### config.mk
export PLATFORM = sky130hd
export DESIGN_NAME = inst_loader
export DESIGN_NICKNAME = d
export VERILOG_FILES = /design/src/rtl/inst_loader.sv
export SDC_FILE = /design/constraint.sdc
export NUM_CORES = 1
export LEC_CHECK = 0
export CELL_PAD_IN_SITES_DETAIL_PLACEMENT = 1
export CELL_PAD_IN_SITES_GLOBAL_PLACEMENT = 2
export CORE_MARGIN = 2
export CORE_UTILIZATION = 38
export DETAILED_ROUTE_END_ITERATION = 10
export GPL_TIMING_DRIVEN = 0
export PLACE_DENSITY_LB_ADDON = 0.3
export REMOVE_ABC_BUFFERS = 1
export SETUP_SLACK_MARGIN = 0.1
export SLEW_MARGIN = 20
export SYNTH_ARGS = -nofsm -noshare
export SYNTH_HDL_FRONTEND = slang
export SYNTH_SLANG_ARGS = --single-unit
### constraint.sdc
create_clock -name clk -period 3.1 [get_ports clk]
set_clock_uncertainty 0.15 [all_clocks]
set_input_delay 0.93 -clock clk [delete_from_list [all_inputs] [get_ports clk]]
set_output_delay 0.93 -clock clk [all_outputs]
set_load 0.005 [all_outputs]
### src/rtl/inst_loader.sv
// Boot loader: streams a word-count header plus big-endian words into instruction memory, then releases core reset.
// Build macro LOADER_CHECKSUM_EN adds a trailing sum word that must match the written data.

module inst_loader #(
    parameter int WORD      = 32,
    parameter int ADDR      = 32,
    parameter int MAX_WORDS = 1024
) (
    input  logic            clk,
    input  logic            reset,
    input  logic [7:0]      byte_i,
    input  logic            byte_v_i,
    output logic            byte_rdy_o,
    output logic            mem_sel_o,
    output logic [ADDR-1:0] mem_a_o,
    output logic            mem_w_o,
    output logic [WORD-1:0] mem_d_o,
    output logic            core_reset_o,
    output logic            done_o,
    output logic            err_o,
    output logic [ADDR-1:0] words_o
);

    // state  | meaning
    // S_LEN  | collecting the 4-byte word-count header
    // S_DATA | collecting program words, one memory write per word
    // S_SUM  | collecting the checksum trailer (checksum build only)
    // S_DONE | program loaded, core released (terminal)
    // S_ERR  | bad length or checksum, core held in reset (terminal)
`ifdef LOADER_CHECKSUM_EN
    typedef enum logic [2:0] {S_LEN, S_DATA, S_SUM, S_DONE, S_ERR} state_t;
    localparam state_t S_AFTER_DATA = S_SUM;
`else
    typedef enum logic [2:0] {S_LEN, S_DATA, S_DONE, S_ERR} state_t;
    localparam state_t S_AFTER_DATA = S_DONE;
`endif

    state_t          state_q, state_d;
    logic            rdy_en_q;
    logic [1:0]      lane_q;
    logic [WORD-9:0] asm_q;
    logic [ADDR-1:0] len_q;
    logic            xfer;
    logic            word_done;
    logic            all_written;
    logic [WORD-1:0] word_full;

    assign xfer        = byte_v_i & byte_rdy_o;
    assign word_done   = xfer & (lane_q == 2'd3);
    assign word_full   = {asm_q, byte_i};
    assign all_written = (words_o == len_q);

    assign mem_sel_o    = (state_q != S_DONE);
    assign done_o       = (state_q == S_DONE);
    assign err_o        = (state_q == S_ERR);
    assign core_reset_o = done_o;

`ifdef LOADER_CHECKSUM_EN
    logic [WORD-1:0] sum_q;

    always_ff @(posedge clk or negedge reset) begin
        if (!reset) begin
            sum_q <= '0;
        end else if (word_done && state_q == S_DATA) begin
            sum_q <= sum_q + word_full;
        end
    end
`endif

    always_ff @(posedge clk or negedge reset) begin
        if (!reset) begin
            state_q <= S_LEN;
        end else begin
            state_q <= state_d;
        end
    end

    always_comb begin
        state_d    = state_q;
        byte_rdy_o = 1'b0;
        unique case (state_q)
            S_LEN: begin
                byte_rdy_o = rdy_en_q;
                if (word_done) begin
                    if (word_full == '0) begin
                        state_d = S_AFTER_DATA;
                    end else if (word_full > WORD'(MAX_WORDS)) begin
                        state_d = S_ERR;
                    end else begin
                        state_d = S_DATA;
                    end
                end
            end
            S_DATA: begin
`ifdef LOADER_CHECKSUM_EN
                byte_rdy_o = rdy_en_q;
`else
                // stop accepting once the last word is in flight so nothing slips in before S_DONE
                byte_rdy_o = rdy_en_q & ~all_written;
`endif
                if (mem_w_o && all_written) begin
                    state_d = S_AFTER_DATA;
                end
            end
`ifdef LOADER_CHECKSUM_EN
            S_SUM: begin
                byte_rdy_o = rdy_en_q;
                if (word_done) begin
                    state_d = (word_full == sum_q) ? S_DONE : S_ERR;
                end
            end
`endif
            default: begin
                state_d = state_q;
            end
        endcase
    end

    always_ff @(posedge clk or negedge reset) begin
        if (!reset) begin
            rdy_en_q <= 1'b0;
            lane_q   <= '0;
            asm_q    <= '0;
            len_q    <= '0;
            mem_w_o  <= 1'b0;
            mem_a_o  <= '0;
            mem_d_o  <= '0;
            words_o  <= '0;
        end else begin
            rdy_en_q <= 1'b1;
            mem_w_o  <= 1'b0;
            if (xfer) begin
                lane_q <= lane_q + 2'd1;
                asm_q  <= word_full[WORD-9:0];
            end
            if (word_done && state_q == S_LEN) begin
                len_q <= ADDR'(word_full);
            end
            if (word_done && state_q == S_DATA) begin
                mem_w_o <= 1'b1;
                mem_a_o <= words_o;
                mem_d_o <= word_full;
                words_o <= words_o + ADDR'(1);
            end
        end
    end

endmodule

==> results.json, run 1 <==
{
  "status": "complete, no violations",
  "place_congestion": 0.756,
  "fillCellCount": 1747,
  "grt_start_max_net_pins": 84,
  "dr.pass1.iters": 4,
  "path_class": "register to output port",
  "core_area_um2": 17900,
  "synth-compound-area-share_pct": 0.686,
  "initial_core_util_pct": 38.7,
  "io_pins": 113,
  "async_flop_share_pct": 100,
  "finalSetupViolCount": 0,
  "track_usage_pct": 18.5,
  "diodes": 0,
  "yosys_warnings": 0,
  "crit_path_max_incr_delay_ps": 430,
  "clk_pin_slew_ps": 60,
  "post_drt_wl_per_cell_um": 20.1,
  "layoutNonFillerInstCount": 857,
  "synth_edf_count": 0,
  "cts_root_buf": "clkbuf_16",
  "numPortBuffers": 112,
  "num_rows": 49,
  "vias": 4393,
  "drtIter0Drc": 175,
  "overflow": 0,
  "final_common_cell": "dfrtp_1",
  "antenna_found_initial": 0,
  "hold_slack_ps": 329,
  "ys_seq_area_share_pct": 57.1,
  "nets": 628,
  "drc": 0,
  "p_per_area_nw_per_um2": 788,
  "synth_cell_types": 34,
  "end_kind": "output port",
  "required_ps": 2020,
  "slew_headroom_pct": 47.1,
  "final_util_pct": 51.9,
  "rsz0062_at_grt": "true",
  "avgViaCountPerCell": 5.13,
  "max_cap_violations": 0,
  "synth_top_family_by_area": "multiplexers",
  "synthMuxAreaShare_pct": 23.2,
  "max_freq_ghz": 0.324,
  "arrival_ps": 2000,
  "path_cells": "xor2_1, nor4_2, nand4_1, nor2_4, a21oi_2, buf_2",
  "period_needed_ps": 3080,
  "synth-simple-area-share_pct": 8.02,
  "cts.sink_count": 158,
  "place_hpwl_mm": 11.0,
  "grt_pass1_vias": 4738,
  "slew_viol_final": 0,
  "area_delta_synth_final_pct": 34.0,
  "syn_area_per_cell_um2": 14.8,
  "clockBufferDepth": 2,
  "die_x_um": 139,
  "crit_slowest_cell": "dfrtp_2",
  "ys_ff_latch": 158,
  "vdd_drop_max_v": 0.000458,
  "hold_viol_final": 0,
  "htreeDepth": 4,
  "critPathMaxFanout": 2,
  "period_share_pct": 99.5,
  "dieArea_um2": 19300,
  "tightest_slew_ps": 793,
  "p_leak_nw": 4.15,
  "cp-start-kind": "register",
  "grt_pass1_wl_mm": 27.8,
  "dp.cells": 793,
  "die-height_um": 139,
  "drt-total-wl_mm": 17.3,
  "synthXorXnorAreaFrac_pct": 8.21,
  "syn_area_um2": 6930,
  "postCtsHoldBufs": 0,
  "cts_tree": "yes",
  "clk_latency_ps": 430,
  "synthAdderAreaFrac_pct": 0.361,
  "yosys_most_used_dff": "dfrtp_1",
  "drtAntennaViolNets": 0,
  "syn_inst": 468,
  "regArea_um2": 3990,
  "hold_path_class": "input pin to asynchronous set/reset pin",
  "cts_made_buffers": 17,
  "mostFrequentLayoutCells": "129 x dfrtp_1, 110 x clkdlybuf4s50_1, 63 x mux2_4, 59 x mux2_2, 38 x xor2_1",
  "power_mw": 7.32,
  "tns_ps": 0,
  "multi_input_area_um2": 2880,
  "drive_above_1_share_pct": 37.3
}
## logic make-up after synthesis
family	Yosys count
AOI/OAI and AO/OA	6
xor gates and xnor gates	65
adders and majority gates	2
buffers and inverters	22
DFF	158
muxes	122
other	1
and+or+nand+nor	92
## path summary, 6_finish.rpt
kind / from / slack (ps) / to / cells after the start
worst max-delay path: words_o[5]$_DFFE_PN0P_ / 20 / byte_rdy_o / 6
worst max register to register: words_o[1]$_DFFE_PN0P_ / 310 / asm_q[7]$_DFFE_PN0P_ / 8
worst min register to register: lane_q[0]$_DFFE_PN0P_ / 330 / lane_q[0]$_DFFE_PN0P_ / 1
max in group asynchronous: reset / 1650 / words_o[8]$_DFFE_PN0P_ / 2
worst min-delay path: reset / 330 / mem_d_o[13]$_DFFE_PN0P_ / 1
min in group clk: lane_q[0]$_DFFE_PN0P_ / 330 / lane_q[0]$_DFFE_PN0P_ / 1
## repair_timing
item	in CTS	in global routing
gates cloned	2	0
pin swaps	15	7
buffers inserted	20	10
setup endpoints to repair	51	1
resized for setup	36	3
## final cells by class
type / instances / share of cell area (%)
Clock buffer: 19 / 4.88
Clock inverter: 13 / 2.26
Sequential cell: 158 / 43.0
Multi-Input combinational cell: 290 / 31.0
Timing Repair Buffer: 146 / 15.7
Inverter: 2 / 0.0808
Tap cell: 229 / 3.09
## power breakdown
group | internal, mW | leakage, nW | total, mW | switching (mW)
Clock | 1.48 | 0.320 | 2.34 | 0.859
Sequential | 2.63 | 2.02 | 3.20 | 0.570
Combinational | 1.18 | 1.81 | 1.78 | 0.600
## state kept, by name, summed over array words and instances (netlist names)
signal and flops:
rdy_en_q 1, lane_q 2, mem_a_o 32, words_o 32, mem_w_o 1, mem_d_o 32
len_q 32, state_q 2, asm_q 24
## per-layer routing
layer,routed length [um],track usage [%],vias to the layer above
met1,7860,24.7,2299
met5,0,0,-
met3,702,4.80,24
li1,-,-,1974
met2,8410,29.8,96
met4,289,5.64,0
## critical path, delay by kind of cell, from the launching register on
kind | cells | cell delay, ps
AO/OA/AOI/OAI | 1 | 70
flip-flops | 1 | 430
AND/OR/NAND/NOR | 3 | 760
XOR/XNOR | 1 | 180
buffers and inverters | 1 | 130
## cells in the mapped netlist, types with 3 or more instances
cell type | count | area, um2
dfrtp_1 | 158 | 3950
mux2_4 | 63 | 946
mux2_2 | 59 | 664
xor2_1 | 39 | 342
xnor2_1 | 26 | 228
nand3_1 | 17 | 85.1
nor4_1 | 14 | 87.6
nand4_1 | 12 | 75.1
buf_2 | 9 | 45.0
buf_6 | 9 | 101
nand2_1 | 9 | 33.8
and3_1 | 8 | 50.1
nor2_1 | 8 | 30.0
and4_1 | 7 | 61.3
and2_1 | 3 | 18.8
nor3_1 | 3 | 15.0
## per-stage QoR
step                      cell area, um2  setup slack [ps]
after floorplan                     6770             -1550
after global placement              8180             -5430
after detailed placement            8320              -637
after CTS                           9210              4.37
after global routing                9290             -98.7
final                               9290              16.3
(Power assumes the default switching activity.)
==> run 2, diff against run 1 <==
- SKIP_LAST_GASP: not set -> 1
==> results of run 2 <==
Final layout, timing and power as in run 1 (identical DEF).
==> run 3, diff against run 2 <==
- SKIP_LAST_GASP: 1 -> not set
==> results of run 3 <==
Final layout, timing and power as in run 1 (identical DEF).
